File: src/rtl/key_mode_ctrl.sv
// rtl/key_mode_ctrl.sv - key debounce, long-press/auto-repeat detection and clock set-mode FSM
// Per-key sync/debounce feeds a six-state edit FSM whose outputs are all registered.
module key_mode_ctrl #(
  parameter int MCNT_F   = 1_000_000,
  parameter int MCNT_2S  = 100_000_000,
  parameter int MCNT_RPT = 10_000_000,
  parameter int MCNT_TO  = 500_000_000
) (
  input  logic       Clk,
  input  logic       Reset_n,
  input  logic [3:0] Key,
  output logic       Set_En,
  output logic       Alarm_Sel,
  output logic [2:0] Field,
  output logic       Inc_Pulse,
  output logic       Dec_Pulse,
  output logic       Commit,
  output logic [3:0] LED
);

  localparam int FW = $clog2(MCNT_F + 1);
  localparam int HW = $clog2(MCNT_2S + 1);
  localparam int RW = $clog2(MCNT_RPT + 1);
  localparam int TW = $clog2(MCNT_TO + 1);

  typedef enum logic [2:0] {RUN, T_HOUR, T_MIN, T_SEC, A_HOUR, A_MIN} state_t;

  logic [3:0] press, rel;
  logic [2:0] long_hit;
  logic [1:0] rpt_hit;
  logic       alarm_short;
  logic       inc_low;

  // Key index: 3 MODE, 2 ALARM, 1 INC, 0 DEC
  for (genvar i = 0; i < 4; i++) begin : g_key
    logic          s1, s2, lvl, flip, press_r, rel_r;
    logic [FW-1:0] db_cnt;

    assign flip = (s2 != lvl) && (db_cnt == FW'(MCNT_F - 1));

    always_ff @(posedge Clk or negedge Reset_n) begin
      if (!Reset_n) begin
        s1      <= 1'b1;
        s2      <= 1'b1;
        lvl     <= 1'b1;
        db_cnt  <= '0;
        press_r <= 1'b0;
        rel_r   <= 1'b0;
      end else begin
        s1      <= Key[i];
        s2      <= s1;
        db_cnt  <= (s2 == lvl || flip) ? '0 : db_cnt + 1'b1;
        if (flip) lvl <= s2;
        press_r <= flip & lvl;
        rel_r   <= flip & ~lvl;
      end
    end

    assign press[i] = press_r;
    assign rel[i]   = rel_r;

    if (i < 3) begin : g_hold
      logic [HW-1:0] hold;
      logic          sat, long_r;

      assign sat = (hold == HW'(MCNT_2S));

      always_ff @(posedge Clk or negedge Reset_n) begin
        if (!Reset_n) begin
          hold   <= '0;
          long_r <= 1'b0;
        end else begin
          if (lvl) hold <= '0;
          else if (!sat) hold <= hold + 1'b1;
          long_r <= ~lvl & (hold == HW'(MCNT_2S - 1));
        end
      end

      assign long_hit[i] = long_r;

      if (i < 2) begin : g_rpt
        logic [RW-1:0] rpt;
        logic          rpt_r;

        // A release landing on a repeat boundary wins over the repeat
        always_ff @(posedge Clk or negedge Reset_n) begin
          if (!Reset_n) begin
            rpt   <= '0;
            rpt_r <= 1'b0;
          end else begin
            if (~lvl & sat) rpt <= (rpt == RW'(MCNT_RPT - 1)) ? '0 : rpt + 1'b1;
            else rpt <= '0;
            rpt_r <= ~lvl & sat & (rpt == RW'(MCNT_RPT - 1)) & ~flip;
          end
        end

        assign rpt_hit[i] = rpt_r;
        if (i == 1) begin : g_inc_lvl
          assign inc_low = ~lvl;
        end
      end else begin : g_short
        // Hold still below threshold in the release cycle means the long hit never fired
        assign alarm_short = rel_r & (hold < HW'(MCNT_2S));
      end
    end
  end

  state_t        state, nxt;
  logic [TW-1:0] to_cnt;
  logic          commit_n, inc_n, dec_n, in_set, inc_ev, dec_ev;
  logic [2:0]    field_n;
  logic [1:0]    idx_n;

  assign in_set = (state != RUN);
  assign inc_ev = press[1] | long_hit[1] | rpt_hit[1];
  assign dec_ev = (press[0] | long_hit[0] | rpt_hit[0]) & ~inc_low;

  always_comb begin
    nxt      = state;
    inc_n    = 1'b0;
    dec_n    = 1'b0;
    if (press[3]) begin
      case (state)
        RUN:     nxt = T_HOUR;
        T_HOUR:  nxt = T_MIN;
        T_MIN:   nxt = T_SEC;
        A_HOUR:  nxt = A_MIN;
        default: nxt = RUN;
      endcase
    end else if (alarm_short) begin
      nxt = (state == A_HOUR || state == A_MIN) ? T_HOUR : A_HOUR;
    end else if (long_hit[2] && in_set) begin
      nxt = RUN;
    end else if (in_set && to_cnt == TW'(MCNT_TO - 1)) begin
      nxt = RUN;
    end else if (in_set && inc_ev) begin
      inc_n = 1'b1;
    end else if (in_set && dec_ev) begin
      dec_n = 1'b1;
    end
    commit_n = in_set && (nxt == RUN);

    field_n = 3'b000;
    idx_n   = 2'b00;
    case (nxt)
      T_HOUR, A_HOUR: field_n = 3'b100;
      T_MIN, A_MIN: begin
        field_n = 3'b010;
        idx_n   = 2'b01;
      end
      T_SEC: begin
        field_n = 3'b001;
        idx_n   = 2'b10;
      end
      default: ;
    endcase
  end

  always_ff @(posedge Clk or negedge Reset_n) begin
    if (!Reset_n) begin
      state     <= RUN;
      to_cnt    <= '0;
      Set_En    <= 1'b0;
      Alarm_Sel <= 1'b0;
      Field     <= 3'b000;
      Inc_Pulse <= 1'b0;
      Dec_Pulse <= 1'b0;
      Commit    <= 1'b0;
      LED       <= 4'b0000;
    end else begin
      state     <= nxt;
      to_cnt    <= (!in_set || (|press) || (|rel)) ? '0 : to_cnt + 1'b1;
      Set_En    <= (nxt != RUN);
      Alarm_Sel <= (nxt == A_HOUR || nxt == A_MIN);
      Field     <= field_n;
      Inc_Pulse <= inc_n;
      Dec_Pulse <= dec_n;
      Commit    <= commit_n;
      LED       <= {nxt != RUN, nxt == A_HOUR || nxt == A_MIN, idx_n};
    end
  end

endmodule

File: config.mk
export PLATFORM = sky130hd
export DESIGN_NAME = key_mode_ctrl
export DESIGN_NICKNAME = d
export VERILOG_FILES = /design/src/rtl/key_mode_ctrl.sv
export SDC_FILE = /design/constraint.sdc
export NUM_CORES = 1
export LEC_CHECK = 0
export CAP_MARGIN = 0
export CORE_MARGIN = 1
export CORE_UTILIZATION = 25
export DETAILED_ROUTE_END_ITERATION = 8
export SETUP_SLACK_MARGIN = 0.2
export SLEW_MARGIN = 30
export SYNTH_ARGS = -nofsm -noshare
export SYNTH_HDL_FRONTEND = slang
export SYNTH_SLANG_ARGS = --single-unit
File: constraint.sdc
create_clock -name Clk -period 3.2 [get_ports Clk]
set_input_delay 0.64 -clock Clk [delete_from_list [all_inputs] [get_ports Clk]]
set_output_delay 0.64 -clock Clk [all_outputs]
set_load 0.03 [all_outputs]
==> results.md, run 1 <==
* Status: finished, violations left
* Violated checks: DRC
* Worst hold path type: in2async
* Critical path data arrival time at 2.95 ns
* Max-cap violations at 0
* First-pass GRT wire length at 44.6 mm
* Power Density at 484 nW/um^2
* Top post-synthesis cells by area: dfrtp_1 (49%), xnor2_1 (7.7%), nor2_1 (6.6%), xor2_1 (5.7%), nand3_1 (3.1%)
* Power share of the sequential group at 0.468
* Root cell of the clock tree: clkbuf_16
* Yosys top cell by area: dfrtp_1
* Tmin final at 2.52 ns
* Share of post-route cells with drive strength above 1 at 0.0892
* Switching share of power at 0.215
* RSZ-0062 raised after global routing: no
* Clock share of power at 0.516
* Synth unique cells at 60
* Worst-path maximum fanout at 23
* Largest net degree at the start of global routing at 83
* Fraction of registers with async set/reset at 1.00
* Setup bufs post-CTS at 0
* I/O pin count at 18
* Worst rel slew slack at 0.512
* Num rows at 84
* Worst-Margin Slew at 0.726 ns
* Synthesized area at between 10000 and 15000 um^2
* Sequential fraction of the synthesis area at 0.512
* Most common cell in the synthesized netlist: dfrtp_1
* DR WL/cell at 12.0 um
* Post-synth EDFFs at 0
* FMAX at 397 MHz
* Synth top area share at 0.488
* Final worst-path cycle share at 0.787
* Num Clock Sinks at 275
* Full die area at 54900 um^2
* Core footprint at between 50000 and 60000 um^2
* R2r setup slk at 0.68 ns
* Syn Area/Cell at 9.88 um^2
* Starting Density at 0.255
* TritonCTS Buffers at 31
* Cells after Synth at between 1000 and 1500
* Path depth of the worst reg2reg path at 6
* Synth Flop Type: dfrtp_1
* Nets at about 1400
* TritonRoute pass-1 iters at 7
* Horiz. Die Dim at 234 um
* Routability-driven placement congestion ratio at between 0.7 and 0.8
* R2R Path End: g_key[0].g_hold.g_rpt.rpt[23]$_DFF_PN0_
* Synth top cells by count: dfrtp_1 (263), nor2_1 (237), xnor2_1 (118), xor2_1 (88), nand3_1 (83)
* P_sw at 1.61 mW
* Required @ worst endpoint at between 3 and 4 ns
* #FFs+latches synth at 275
* Leak Pwr at 6.04 nW
* CP Class: reg2reg
* Clock buffer depth at 3
* Startpoint Class: flip-flop
* Die Ht at 234 um
* Port Buffer Count at 17
* Final setup fails at 0
* Clock Skews at 0.0132 ns
* Pint at 5.90 mW
* Fin. Hold Viols at 0
* Syn Nets at roughly 1400
* Comb pwr share at 0.016
* Area Overhead vs Synth at 15.2%
* Antenna viol nets, final at 0
* Vias/cell at 4.51
* Placed wire-length estimate at roughly 17 mm
* GRT Residual Overflow at 0
* CTS-repair resized insts at 0
* Final Util at 0.293
* CP Capture Type: flip-flop
* VDD IR max at 312 uV
* CTS tree: built
* Clock Latency Late Sink at 0.57 ns
* Max-slew violations at 0
* Worst flop-to-flop path startpoint: g_key[0].g_hold.g_rpt.rpt[0]$_DFF_PN0_
* N_diodes at 0
* Residual DRC at 3
* Vias in the first global route at 9261
* Antenna violations before repair at 0
* Final setup TNS at 0 ns
* Initial DRC Count at 613
* Post-CTS Hold Buffers at 0
* Reg clk slew, reported paths at 0.06 ns
* Final WL at 25.2 mm
* H-tree depth at 1
* Syn. warnings at 0
* Total global-route track usage at 0.0947
* Detailed-route via count at approximately 9400
[cell type report]
type	count	area (um^2)
multi-input combinational	998	6180
timing repair buffer	31	305
tap	688	861
clock inverter	26	350
fill	5457	37400
sequential	275	6900
inverter	40	150
clock buffer	32	790
[layer usage]
metal  track usage  share of wire
met5             0              0
met4        0.0274          0.019
met3        0.0139          0.035
met2         0.154           0.46
met1         0.130           0.49
[how the worst max path moves through the flow]
stage / startpoint / to / cells past startpoint
after global routing: g_key[0].g_hold.g_rpt.rpt[0]$_DFF_PN0_ / g_key[0].g_hold.g_rpt.rpt[3]$_DFF_PN0_ / 6
after floorplan: g_key[0].g_hold.hold[9]$_DFFE_PN0N_ / g_key[0].g_hold.g_rpt.rpt[7]$_DFF_PN0_ / 7
final: g_key[0].g_hold.g_rpt.rpt[0]$_DFF_PN0_ / g_key[0].g_hold.g_rpt.rpt[23]$_DFF_PN0_ / 6
after CTS: g_key[0].g_hold.g_rpt.rpt[0]$_DFF_PN0_ / g_key[0].g_hold.g_rpt.rpt[23]$_DFF_PN0_ / 6
after global placement: g_key[0].g_hold.g_rpt.rpt[0]$_DFF_PN0_ / g_key[0].g_hold.g_rpt.rpt[23]$_DFF_PN0_ / 6
after detailed placement: g_key[0].g_hold.g_rpt.rpt[0]$_DFF_PN0_ / g_key[0].g_hold.g_rpt.rpt[23]$_DFF_PN0_ / 6
[worst max-delay path, cell delays in order, from the launching register on]
cell     delay (ns)
dfrtp_1        0.43
ha_1           0.26
nand3_1        0.32
nor4_1         0.56
or4_2          0.21
buf_4          0.48
nor2_1         0.11
[placed cells by master, fill, tap and decap left out, types with 4 or more instances in the layout]
cell / instances
nor4b_1: 10
nand2_1: 77
ha_1: 13
clkdlybuf4s50_1: 16
bufinv_16: 7
nor2_4: 18
and4_1: 19
mux2_2: 4
buf_4: 12
and2_1: 5
xnor2_1: 118
or2_2: 4
nor2b_1: 4
a21oi_1: 21
xor2_1: 88
nor4_1: 49
nor3_1: 45
dfrtp_1: 263
and3_1: 40
a31oi_1: 4
or3_1: 21
nor2_1: 237
o21ai_0: 18
clkinvlp_4: 12
nand3_1: 83
nor3b_1: 10
clkbuf_16: 31
inv_1: 40
nand4_1: 61
nand2b_1: 5
dfstp_2: 12
[through the flow]
stage / hold slack [ns] / std cells / area [um^2] / setup WS, ns / total power, mW
after floorplan: 0.344 / 1365 / 13500 / 1.07 / 3.61
after global placement: 0.349 / 2032 / 14400 / 0.713 / 3.71
after detailed placement: 0.347 / 2032 / 14400 / 0.678 / 3.71
after CTS: 0.0702 / 2090 / 15500 / 0.648 / 7.67
after global routing: 0.0968 / 2090 / 15500 / 0.475 / 7.83
final: 0.0574 / 2090 / 15500 / 0.681 / 7.52
[registers in the layout, summed over array words and instances, names as in the netlist]
name and flops:
Inc_Pulse 1, LED 4, Commit 1, g_key.g_hold.hold 81, g_key.g_hold.g_rpt.rpt 48, g_key.s1 4
g_key.lvl 4, g_key.s2 4, to_cnt 29, state 3, g_key.g_hold.long_r 3, Dec_Pulse 1
g_key.g_hold.g_rpt.rpt_r 2, g_key.rel_r 4, g_key.press_r 4, Field 2, g_key.db_cnt 80
[power groups by stage]
stage,logic (mW),clock network (mW),registers [mW]
after global routing,0.148,4.17,3.52
after CTS,0.133,4.02,3.52
after global placement,0.130,0,3.58
final,0.124,3.88,3.52
after floorplan,0.0357,0,3.58
after detailed placement,0.132,0,3.58
[kinds of logic after synthesis]
logic type,count (synthesis),synth area share
muxes,7,0.00557
xor gates and xnor gates,206,0.134
DFF,275,0.512
and+or+nand+nor,713,0.280
buffers and inverters,92,0.0298
adders and majority gates,13,0.0121
AOI/OAI and AO/OA,59,0.0269
No activity file was read; power rests on OpenSTA's default activity.
==> run 2, diff against run 1 <==
Clock period 3.2 ns to 2.2 ns, I/O delays scaled along.
==> run 2 against run 1 <==
  * The flow still finishes with violations (DRC)
  * Largest cell class unchanged
  * Maximum frequency increased by 19%
  * Highest routed layer unchanged
  * Via count increased by 4.2%
  * Global-route usage increased by 0.55 points
  * Flip-flop and latch count unchanged
  * Die area unchanged
==> results.md, run 2 (synthesis gave the netlist of run 1 again) <==
* Comb pwr share at 0.018 (was 0.016)
* Placed wire-length estimate at 17.1 mm (was 16.5 mm)
* Clock Latency Late Sink at 0.52 ns (was 0.57 ns)
* N_diodes at 0 (unchanged)
* Path depth of the worst reg2reg path at 6 (unchanged)
* P_sw at 2.36 mW (was 1.61 mW)
* # fillers at 5389 (was 5457)
* Final worst-path cycle share at 0.966 (was 0.787)
* Starting Density at 0.255 (unchanged)
* TritonCTS Buffers at 34 (was 31)
* Tmin final at 2.12 ns (was 2.52 ns)
* FMAX at 471 MHz (was 397 MHz)
* Tot Pwr at 11.0 mW (was 7.52 mW)
* Switching share of power at 0.216 (was 0.215)
* CP Capture Type: flip-flop (unchanged)
* CP max-delay cell: or4_4 (was nor4_1)
* Crit path cell chain: nor4b_4, nand4b_1, or3_1, or4_4, buf_12, nor2_2 (was ha_1, nand3_1, nor4_1, or4_2, buf_4, nor2_1)
* Vias in the first global route at 9652 (was 9261)
* Nets at 1457 (was 1396)
* CP Class: reg2reg (unchanged)
* Status: finished, violations left (unchanged)
* Core footprint at 53000 um^2 (unchanged)
* Full die area at 54900 um^2 (unchanged)
* Clock Skews at 0.00892 ns (was 0.0132 ns)
* Top flop regs: g_key.g_hold.hold x81, g_key.db_cnt x80, g_key.g_hold.g_rpt.rpt x48 (unchanged)
* Final setup fails at 0 (unchanged)
* Routability-driven placement congestion ratio at 0.789 (was 0.780)
* Critical path data arrival time at 2.58 ns (was 2.95 ns)
* Final WL at 27.2 mm (was 25.2 mm)
* Residual DRC at 4 (was 3)
* VDD IR max at 444 uV (was 312 uV)
* Pint at 8.60 mW (was 5.90 mW)
* I/O pin count at 18 (unchanged)
* Area Overhead vs Synth at 21.4% (was 15.2%)
* Required @ worst endpoint at 2.66 ns (was 3.63 ns)
* R2r setup slk at 0.08 ns (was 0.68 ns)
* Clock share of power at 0.515 (was 0.516)
* H-tree depth at 2 (was 1)
* R2R Path End: g_key[0].g_hold.g_rpt.rpt[2]$_DFF_PN0_ (was g_key[0].g_hold.g_rpt.rpt[23]$_DFF_PN0_)
* Violated checks: DRC (unchanged)
* Antenna violations before repair at 0 (unchanged)
* Root cell of the clock tree: clkbuf_16 (unchanged)
* DR WL/cell at 12.6 um (was 12.0 um)
* Worst rel slew slack at 0.471 (was 0.512)
* Antenna viol nets, final at 0 (unchanged)
* RSZ-0062 raised after global routing: yes (was no)
* Num rows at 84 (unchanged)
* Total global-route track usage at 0.100 (was 0.0947)
* Max-cap violations at 0 (unchanged)
* Worst-path maximum fanout at 6 (was 23)
* Largest net degree at the start of global routing at 75 (was 83)
* Power Density at 670 nW/um^2 (was 484 nW/um^2)
* Max-slew violations at 0 (unchanged)
* Reg clk slew, reported paths at 0.06 ns (about the same)
* Worst-Margin Slew at 0.783 ns (was 0.726 ns)
* Detailed-route via count at 9812 (was 9416)
* GRT Residual Overflow at 0 (unchanged)
* Crit-path max cell delay at 0.57 ns (was 0.56 ns)
* Die Ht at 234 um (unchanged)
* CTS tree: built (unchanged)
* TritonRoute pass-1 iters at 7 (unchanged)
* Port Buffer Count at 17 (unchanged)
* Biggest register: g_key.g_hold.hold (unchanged)
* Initial DRC Count at 580 (was 613)
* Hold Path Sink: g_key[1].s1$_DFF_PN1_
* Share of post-route cells with drive strength above 1 at 0.150 (was 0.0892)
* Max FFs per register at 81 (unchanged)
* Commonest non-fill, non-tap cell in the layout: dfrtp_1 (unchanged)
* Vias/cell at 4.56 (was 4.51)
* Horiz. Die Dim at 234 um (unchanged)
* Final Util at 0.309 (was 0.293)
* Startpoint Class: flip-flop (unchanged)
* HP Start: Key[1]
* Power share of the sequential group at 0.467 (was 0.468)
* Hold path cells at 1
* Worst flop-to-flop path startpoint: g_key[0].g_hold.hold[19]$_DFFE_PN0N_ (was g_key[0].g_hold.g_rpt.rpt[0]$_DFF_PN0_)
* Most frequent cells in the layout: dfrtp_1 (263), nor2_1 (224), xnor2_1 (117) (was dfrtp_1 (263), nor2_1 (237), xnor2_1 (118))
* Clock buffer depth at 3 (unchanged)
* First-pass GRT wire length at 46.1 mm (was 44.6 mm)
* Fin. Hold Viols at 0 (unchanged)
* Num Clock Sinks at 275 (unchanged)
* Leak Pwr at 6.60 nW (was 6.04 nW)
* Worst hold path type: in2reg (was in2async)
## run 2: cell count changes in the layout (fill, tap and decap cells not counted), moves of 7 or more
cell and delta:
dlymetal6s2s_1 +8, clkdlybuf4s50_1 -9, nor4_1 -7, clkbuf_16 +7, clkinv_2 +8, buf_4 +47, nor2_1 -13, clkinvlp_4 -8
nor2_4 +11
## run 2: per-stage QoR
step | std cells | hold slack (ns) | cell area, um^2 | worst slack, ns | TNS [ns]
5_1_grt | 2151 | 0.316 | 16400 | 0.00876 | 0
3_3_place_gp | 2070 | 0.349 | 14700 | -0.0348 | -0.198
3_5_place_dp | 2070 | 0.355 | 14700 | -0.0655 | -0.593
6_report | 2151 | 0.327 | 16400 | 0.0750 | 0
2_1_floorplan | 1365 | 0.144 | 13500 | 0.154 | 0
4_1_cts | 2135 | 0.303 | 16000 | 0.0670 | 0
## run 2: worst max path at each step
stage	cells past startpoint	from	slack (ns)	to
6_report	6	g_key[0].g_hold.hold[19]$_DFFE_PN0N_	0.08	g_key[0].g_hold.g_rpt.rpt[2]$_DFF_PN0_
2_1_floorplan	7	g_key[0].g_hold.hold[19]$_DFFE_PN0N_	0.15	g_key[0].g_hold.g_rpt.rpt[7]$_DFF_PN0_
5_1_grt	6	g_key[1].g_hold.hold[14]$_DFFE_PN0N_	0.009	g_key[1].g_hold.g_rpt.rpt[12]$_DFF_PN0_
4_1_cts	6	g_key[0].g_hold.hold[19]$_DFFE_PN0N_	0.07	g_key[0].g_hold.g_rpt.rpt[2]$_DFF_PN0_
3_3_place_gp	6	g_key[0].g_hold.hold[19]$_DFFE_PN0N_	-0.03	g_key[0].g_hold.g_rpt.rpt[23]$_DFF_PN0_
3_5_place_dp	6	g_key[0].g_hold.hold[10]$_DFFE_PN0N_	-0.07	g_key[0].g_hold.g_rpt.rpt[2]$_DFF_PN0_
## run 2: worst max-delay path, delay by kind of cell, from the launching register on
kind          cells  cell delay [ns]
buf+inv           1             0.19
flops             1             0.40
simple gates      5             1.46
## run 2: repair_timing
| item | 4_1_cts | 5_1_grt |
|---|---|---|
| gates resized for setup | 11 | 58 |
| pin swaps | 6 | 20 |
| setup buffers | 2 | 13 |
| hold buffers | 1 | 0 |
| hold endpoints to repair | 33 | 0 |
| setup endpoints to repair | 80 | 158 |
| gates cloned | 1 | 3 |
## run 2: power groups by stage
stage | logic (mW) | clock network [mW] | registers (mW)
6_report | 0.194 | 5.65 | 5.12
5_1_grt | 0.232 | 6.05 | 5.12
2_1_floorplan | 0.0524 | 0 | 5.20
4_1_cts | 0.202 | 5.85 | 5.12
3_3_place_gp | 0.194 | 0 | 5.21
3_5_place_dp | 0.199 | 0 | 5.21
## run 2: layout make-up
type	instances	area, um^2	area share
clock buffer	44	1000	0.0612
sequential	275	6900	0.421
clock inverter	17	145	0.00887
multi-input combinational	1000	6470	0.395
tap	688	861	0.0526
inverter	40	150	0.00917
timing repair buffer	87	845	0.0516
## run 2: layer usage
metal | vias up | share of wire | wire (um) | track usage
met4 | 0 | 0.023 | 614 | 0.0333
met1 | 4764 | 0.48 | 13100 | 0.133
met3 | 40 | 0.040 | 1080 | 0.0231
li1 | 4866 | - | - | -
met2 | 142 | 0.46 | 12500 | 0.160
met5 | - | 0 | 0 | 0
